`src/rtl/mux_arb_if.sv`:
```
// Requester/result handshake bundle for mux_arb.
// The master side is the requester/consumer environment; the slave side is the arbiter.
interface mux_arb_if #(
  parameter int NUM_REQ    = 2,
  parameter int DATA_WIDTH = 31,
  parameter int ID_W       = 1
);
  logic [NUM_REQ-1:0]            req_valid;
  logic [NUM_REQ-1:0]            req_ready;
  logic [NUM_REQ*DATA_WIDTH-1:0] req_op1;
  logic [NUM_REQ*DATA_WIDTH-1:0] req_op2;
  logic                          res_valid;
  logic                          res_ready;
  logic [DATA_WIDTH-1:0]         res_data;
  logic                          res_eq;
  logic [ID_W-1:0]               res_id;

  modport master (
    output req_valid, req_op1, req_op2, res_ready,
    input  req_ready, res_valid, res_data, res_eq, res_id
  );

  modport slave (
    input  req_valid, req_op1, req_op2, res_ready,
    output req_ready, res_valid, res_data, res_eq, res_id
  );
endinterface

```
`src/rtl/mux_arb.sv`:
```
// Round-robin arbiter feeding one shared compare-select stage:
// grant a requester, capture its operands, emit (op1 == op2) ? op1 : op2 with its id.
module mux_arb #(
  parameter int NUM_REQ    = 2,
  parameter int DATA_WIDTH = 31,
  parameter int ID_W       = 1
) (
  input  logic       aclk,
  input  logic       arst,
  mux_arb_if.slave   bus,
  output logic       busy
);

  typedef enum logic [1:0] {IDLE = 2'd0, CALC = 2'd1, RESP = 2'd2} state_t;

  localparam int              IW1  = ID_W + 1;
  localparam logic [ID_W:0]   NR_W = IW1'(NUM_REQ);

  state_t                              state_q, state_d;
  logic [ID_W-1:0]                     rr_ptr_q, rr_ptr_d;
  logic [ID_W-1:0]                     id_q, id_d;
  logic [ID_W-1:0]                     res_id_q, res_id_d;
  logic [DATA_WIDTH-1:0]               op1_q, op1_d, op2_q, op2_d;
  logic [DATA_WIDTH-1:0]               res_data_q, res_data_d;
  logic                                res_eq_q, res_eq_d;

  logic [NUM_REQ-1:0][DATA_WIDTH-1:0]  op1_arr, op2_arr;
  logic [2*NUM_REQ-1:0]                vv;
  logic [NUM_REQ-1:0]                  rot, grant;
  logic [ID_W:0]                       ofs, sum;
  logic [ID_W-1:0]                     win_id;
  logic                                any_grant, accept, sel;

  assign op1_arr = bus.req_op1;
  assign op2_arr = bus.req_op2;

  // Rotate valids so bit j is requester (rr_ptr+1+j) mod NUM_REQ; lowest set bit wins.
  always_comb begin
    ofs       = {1'b0, rr_ptr_q} + 1'b1;
    vv        = {bus.req_valid, bus.req_valid} >> ofs;
    rot       = vv[NUM_REQ-1:0];
    any_grant = |rot;
    sum       = '0;
    for (int j = NUM_REQ - 1; j >= 0; j--) begin
      if (rot[j]) sum = ofs + IW1'(j);
    end
    if (sum >= NR_W) sum = sum - NR_W;
    win_id = sum[ID_W-1:0];
    grant  = any_grant ? (NUM_REQ'(1) << win_id) : '0;
  end

  assign accept = (state_q == IDLE) && any_grant && !arst;

  always_ff @(posedge aclk or posedge arst) begin
    if (arst) begin
      state_q    <= IDLE;
      rr_ptr_q   <= ID_W'(NUM_REQ - 1);
      id_q       <= '0;
      op1_q      <= '0;
      op2_q      <= '0;
      res_data_q <= '0;
      res_eq_q   <= 1'b0;
      res_id_q   <= '0;
    end else begin
      state_q    <= state_d;
      rr_ptr_q   <= rr_ptr_d;
      id_q       <= id_d;
      op1_q      <= op1_d;
      op2_q      <= op2_d;
      res_data_q <= res_data_d;
      res_eq_q   <= res_eq_d;
      res_id_q   <= res_id_d;
    end
  end

  always_comb begin
    state_d = state_q;
    case (state_q)
      IDLE:    if (accept) state_d = CALC;
      CALC:    state_d = RESP;
      RESP:    if (bus.res_ready) state_d = IDLE;
      default: state_d = IDLE;
    endcase
  end

  always_comb begin
    rr_ptr_d   = rr_ptr_q;
    id_d       = id_q;
    op1_d      = op1_q;
    op2_d      = op2_q;
    res_data_d = res_data_q;
    res_eq_d   = res_eq_q;
    res_id_d   = res_id_q;
    sel        = (op1_q == op2_q);
    if (accept) begin
      op1_d    = op1_arr[win_id];
      op2_d    = op2_arr[win_id];
      id_d     = win_id;
      rr_ptr_d = win_id;
    end
    if (state_q == CALC) begin
      res_data_d = sel ? op1_q : op2_q;
      res_eq_d   = sel;
      res_id_d   = id_q;
    end
  end

  // Grant is withheld while reset is asserted, even though the state already reads IDLE.
  always_comb begin
    bus.req_ready = (state_q == IDLE && !arst) ? grant : '0;
    bus.res_valid = (state_q == RESP);
    bus.res_data  = res_data_q;
    bus.res_eq    = res_eq_q;
    bus.res_id    = res_id_q;
    busy          = (state_q != IDLE);
  end

endmodule
```
`src/flat_wrapper.sv`:
```
// flat-port wrapper written by rule: the top's interface ports become plain ports
module mux_arb_flat 
#(
  parameter int NUM_REQ    = 2,
  parameter int DATA_WIDTH = 31,
  parameter int ID_W       = 1
)
  (aclk, arst, busy, bus_req_valid, bus_req_op1, bus_req_op2, bus_res_ready, bus_req_ready, bus_res_valid, bus_res_data, bus_res_eq, bus_res_id);
  mux_arb_if #(.NUM_REQ(NUM_REQ), .DATA_WIDTH(DATA_WIDTH), .ID_W(ID_W)) bus_i ();
  input  logic aclk;
  input  logic arst;
  output logic busy;
  input wire logic [$bits(bus_i.req_valid)-1:0] bus_req_valid;
  input wire logic [$bits(bus_i.req_op1)-1:0] bus_req_op1;
  input wire logic [$bits(bus_i.req_op2)-1:0] bus_req_op2;
  input wire logic [$bits(bus_i.res_ready)-1:0] bus_res_ready;
  output wire logic [$bits(bus_i.req_ready)-1:0] bus_req_ready;
  output wire logic [$bits(bus_i.res_valid)-1:0] bus_res_valid;
  output wire logic [$bits(bus_i.res_data)-1:0] bus_res_data;
  output wire logic [$bits(bus_i.res_eq)-1:0] bus_res_eq;
  output wire logic [$bits(bus_i.res_id)-1:0] bus_res_id;
  assign bus_i.req_valid = bus_req_valid;
  assign bus_i.req_op1 = bus_req_op1;
  assign bus_i.req_op2 = bus_req_op2;
  assign bus_i.res_ready = bus_res_ready;
  assign bus_req_ready = bus_i.req_ready;
  assign bus_res_valid = bus_i.res_valid;
  assign bus_res_data = bus_i.res_data;
  assign bus_res_eq = bus_i.res_eq;
  assign bus_res_id = bus_i.res_id;
  mux_arb #(.NUM_REQ(NUM_REQ), .DATA_WIDTH(DATA_WIDTH), .ID_W(ID_W)) u_core (.aclk(aclk), .arst(arst), .bus(bus_i), .busy(busy));
endmodule
```
`config.mk`:
```
export PLATFORM = sky130hd
export DESIGN_NAME = mux_arb_flat
export DESIGN_NICKNAME = d
export VERILOG_FILES = /design/src/rtl/mux_arb_if.sv /design/src/rtl/mux_arb.sv /design/src/flat_wrapper.sv
export SDC_FILE = /design/constraint.sdc
export NUM_CORES = 1
export LEC_CHECK = 0
export CAP_MARGIN = 20
export CORE_ASPECT_RATIO = 1.4
export CORE_MARGIN = 2
export CORE_UTILIZATION = 48
export DETAILED_ROUTE_END_ITERATION = 10
export PLACE_DENSITY_LB_ADDON = 0.08
export SYNTH_ARGS = -nofsm -noshare
export SYNTH_HDL_FRONTEND = slang
export SYNTH_SLANG_ARGS = --single-unit
```
`constraint.sdc`:
```
create_clock -name aclk -period 7.5 [get_ports aclk]
set_input_delay 0.75 -clock aclk [delete_from_list [all_inputs] [get_ports aclk]]
set_output_delay 0.75 -clock aclk [all_outputs]
set_load 0.005 [all_outputs]
```
==> Yosys cells after proc, flatten, opt, wreduce, memory -nomap -nowiden <==
Index checks and enable logic that the tools add are counted.
{ "op_classes": {"addsub": 3, "order_cmp": 2, "n_eq_ne": 5, "shift": 2, "muxes": 13, "n_reduce_logical": 8} }
{ "op_table": {"columns": ["operator", "n"], "rows": [
  ["$mux 31", 5],
  ["$eq 31x31->1", 1],
  ["$mux 2", 6],
  ["$pmux 2 s3", 1],
  ["$shr 4x2->2", 1],
  ["$logic_and 1x1->1", 3],
  ["$add 1x1->2 const B", 1],
  ["$add 2x1->2 const B", 1],
  ["$eq 2x1->1 const B", 1],
  ["$eq 2x2->1 const B", 1],
  ["$ge 2x2->1 const B", 1],
  ["$logic_not 2->1", 1],
  ["$lt 1x2->1 const B", 1],
  ["$ne 2x1->1 const B", 1],
  ["$ne 2x2->1 const B", 1],
  ["$reduce_and 2->1", 1],
  ["$reduce_bool 2->1", 1],
  ["$reduce_or 2->1", 1],
  ["$shl 1x1->2 const A", 1],
  ["$logic_not 1->1", 1],
  ["$mux 1", 1],
  ["$sub 1x1->1 const B", 1]
]} }
{ "totals": {"register_bits": 99, "out_inout_bits": 37, "wordCells": 41} }

==> Longest topological paths before layout <==
{ "depth": {"word_depth": 9, "depth_mapped": 7} }

==> Least setup slack after synthesis <==
Ideal clock, no wire load.
{ "synth_path": {"kind": "input -> output", "from": "input bus_req_valid[1]", "to": "output bus_req_ready[1]", "t_arrival_ns": 1.434, "t_required_ns": 6.750, "slack_ns": 5.316, "stages": 4, "n_path_buf": 2, "cell_sequence": "a21bo_2 > buf_2 > nor3_4 > buf_6"} }
{ "synth_via": {"elab_chain_len": 8, "elab_cells_between_ends": 10, "cone_classes": "1 x add/sub; 1 x order compare; 2 x shift; 5 x mux; 1 x reduce/logical"} }
{ "synth_lines": {"columns": ["element", "line", "source"], "rows": [
  ["start, declared", "flat_wrapper.sv:13", "input wire logic [$bits(bus_i.req_valid)-1:0] bus_req_valid;"],
  ["$shr 4x2->2 (*)", "mux_arb.sv:40", "vv = {bus.req_valid, bus.req_valid} >> ofs;"],
  ["$mux 2 (2 in a row)", "mux_arb.sv:45", "if (rot[j]) sum = ofs + IW1'(j);"],
  ["$ge 2x2->1 / $sub 1x1->1 (equally long branches)", "mux_arb.sv:47", "if (sum >= NR_W) sum = sum - NR_W;"],
  ["$mux 1", "mux_arb.sv:47", null],
  ["$shl 1x1->2", "mux_arb.sv:49", "grant = any_grant ? (NUM_REQ'(1) << win_id) : '0;"],
  ["$mux 2 (*)", "mux_arb.sv:49", null],
  ["$mux 2 (*)", "mux_arb.sv:110", "bus.req_ready = (state_q == IDLE && !arst) ? grant : '0;"],
  ["end, declared", "flat_wrapper.sv:17", "output wire logic [$bits(bus_i.req_ready)-1:0] bus_req_ready;"]
]} }
Mark *: on every way between the ends. The rest lies on a longest branch, timed or not.

==> Final worst setup path <==
{ "layout_path": {"from": "input bus_req_valid[0]", "to": "output bus_req_ready[1]"} }
Same word-level chain as after synthesis.

==> impl_metrics.json <==
{
  "globalplace.congestion": 0.8286,
  "cts_root_buf": "clkbuf_16",
  "avgSynthCellArea_um2": 9.927,
  "viasPerCell": 5.276,
  "track_usage_pct": 23.17,
  "drtAntennaViolNets": 0,
  "cts_resized": 0,
  "row_count": 41,
  "overflow": 0,
  "seq_area_frac_synth_pct": 54.75,
  "pwr-share-comb_pct": 36.1,
  "die_w_um": 86.08,
  "synth_nets": 585,
  "clock.fmax_mhz": 296.4,
  "place_area_um2": 6195,
  "ys_ff_latch": 99,
  "period_share_pct": 44.99,
  "start_kind": "input pin",
  "synth_area_um2": 4527,
  "setup_violations": 0,
  "cts.path.max_buffers": 2,
  "cts_made_buffers": 9,
  "internal-power_w": 0.001503,
  "cts_sinks": 99,
  "diodes": 0,
  "maxCapViolCount": 0,
  "dieArea_um2": 10230,
  "grt_pass1_vias": 3812,
  "rsz0062_at_grt": "false",
  "yosysWarnings": 0,
  "worst_setup_path_end_kind": "primary output",
  "postRouteWirelength_um": 11700,
  "worst_pin_slew_ns": 0.9370,
  "arrival_ns": 2.62,
  "grt_pass1_wl_um": 18300,
  "crit_chain": "clkdlybuf4s50_1 -> a21bo_2 -> nor3_4 -> clkdlybuf4s50_1",
  "tns_ns": 0,
  "grt_max_degree": 102,
  "fill_cells": 659,
  "antenna_found_initial": 0,
  "clkPwrFrac_pct": 20.8,
  "die_h_um": 118.9,
  "clk_latency_ns": 0.34,
  "min_period_ns": 3.374,
  "fin_hold_ws_ns": 0.4868,
  "drt_iter0_markers": 239,
  "post_cts_buffers": 0,
  "port_buffers": 165,
  "swShare_pct": 32.75,
  "syn_inst": 456,
  "final_area_um2": 6499,
  "fin_worst_skew_ns": 0.007138,
  "hpwl_um": 8333,
  "status": "finished clean",
  "coreArea_um2": 9080,
  "ir_drop_mv": 0.2236,
  "power_w": 0.002235,
  "drc": 0,
  "reg2reg_slack_ns": 5.23,
  "worstPathMaxFanout": 14,
  "finalHoldViolCount": 0,
  "wl_per_cell_um": 16.30,
  "drive_gt1_share_pct": 10.15,
  "cts_tree": "built",
  "leakage_nw": 2.727,
  "holdCritPathClass": "reg2reg",
  "htreeDepth": 3,
  "cp_common_cell": "clkdlybuf4s50_1",
  "crit_path_max_incr_delay_ns": 0.62,
  "powerDensity_nw_per_um2": 343.9,
  "initial_core_util_pct": 49.86,
  "seqPwrFrac_pct": 43.1,
  "ys.flop_type": "dfrtp_1",
  "hold_buffers": 0,
  "dr.pass1.iters": 4,
  "fin_nets": 735,
  "p_switching_w": 0.0007321,
  "vias": 3788,
  "syn2layout_area_growth_pct": 43.56,
  "io_pins": 166,
  "critPathSlowestCell": "clkdlybuf4s50_1",
  "clkTransAtPathRegs_ns": 0.06,
  "slew_viol_final": 0,
  "relSlewSlack_pct": 37.53,
  "synth_edf_count": 0,
  "synthDistinctLibCells": 27,
  "worstSetupPathType": "in2out",
  "ys_async_sr_fraction_pct": 100.0,
  "worstPathRequired_ns": 6.75
}
-- cell usage in the layout, fill, tap and decap left out --
master,count
buf_4,4
nor3_4,1
dfrtp_1,98
clkdlybuf4s50_1,165
nand4_1,2
nand2b_2,1
a21bo_2,1
nor3_1,1
nand2b_1,1
dfstp_2,1
clkinv_2,2
o31ai_1,1
or2_2,1
a21o_1,2
nor4_1,7
clkbuf_16,9
nor2_1,52
bufinv_16,1
inv_1,1
mux2_2,32
a31oi_1,51
a32oi_1,11
inv_4,1
a21boi_4,1
clkinvlp_4,4
nor3_2,1
clkbuf_8,1
o21ai_0,1
o21ai_2,1
nand2_1,125
xor2_1,31
-- final timing paths --
kind                                         from                 to  cells past startpoint
worst min register to register  u_core.bus.res_eq  u_core.bus.res_eq                      2
max in group asynchronous                    arst    u_core.op2_q[1]                      3
worst max register to register  u_core.state_q[0]   u_core.op1_q[15]                      6
min in group asynchronous                    arst  u_core.bus.res_id                      2
worst max-delay path             bus_req_valid[0]   bus_req_ready[1]                      4
worst min-delay path            u_core.bus.res_eq  u_core.bus.res_eq                      2
-- layer usage --
layer / global-route usage (%) / vias to the layer above / share of wire (%)
met5: 0 / - / 0
met1: 28.57 / 1801 / 41
met4: 10.32 / 0 / 2.7
met3: 3.881 / 18 / 5.1
met2: 39.34 / 120 / 51
li1: - / 1849 / -
-- critical path, delay by kind of cell --
family	cells	cell delay (ns)
buf+inv	2	1.12
compound gates	1	0.28
simple gates	1	0.48
-- synthesized netlist by cell type, drive strengths merged, types with 2 or more instances --
cell type  number  area share, %
a21o            2           0.33
nand4           2           0.28
xor2           31            6.0
a32oi          11            2.1
nor2           52            4.3
nand2         125             10
dfrtp          98             54
mux2           32            8.0
clkbuf          3           0.25
buf            27            3.3
nor3            3           0.69
a31oi          51            7.0
nor4            7           0.97
o21ai           2           0.30
inv             3           0.25
nand2b          2           0.28
-- through the flow --
stage | instances | setup WS (ns) | util (%)
after floorplan | 456 | 4.161 | -
after global placement | 702 | 4.165 | 68.22
after detailed placement | 702 | 4.136 | 68.22
after CTS | 718 | 4.132 | 71.57
after global routing | 718 | 4.093 | 71.57
final | 718 | 4.126 | 71.57
-- cells by family (layout without fill, tap and decap cells) --
kind of cell              count (synthesis)  in the layout  synth area share, %
muxes                                    32             32                7.960
xor gates and xnor gates                 31             31                5.998
and+or+nand+nor                         192            192                17.03
DFF                                      99             99                54.75
buffers and inverters                    33            188                3.814
AOI/OAI and AO/OA                        69             69                10.45
-- cell type report --
class	instances	area, µm²	share of cell area, %
well taps	107	133.9	2.060
multi-input cells	324	1886	29.01
clock buffers	10	239.0	3.677
flip-flops and latches	99	2479	38.14
inverters	3	15.01	0.2310
clock inverters	6	65.06	1.001
repair buffers	169	1682	25.88
-- registers in the layout (all words and copies together), names as in the netlist --
register	cells
u_core.bus.res_data	31
u_core.bus.res_eq	1
u_core.bus.res_id	1
u_core.id_q	1
u_core.op1_q	31
u_core.op2_q	31
u_core.rr_ptr_q	1
u_core.state_q	2
-- power groups by stage --
| stage | Sequential (W) | Clock (W) | Combinational, W |
|---|---|---|---|
| finish | 0.000963 | 0.000465 | 0.000807 |
| global route | 0.000993 | 0.000495 | 0.000886 |
| CTS | 0.000963 | 0.000472 | 0.000817 |
| detailed placement | 0.000971 | 0 | 0.000813 |
| global placement | 0.000955 | 0 | 0.000794 |
| floorplan | 0.000935 | 0 | 0.000449 |
Power figures use the tool's default switching activity.
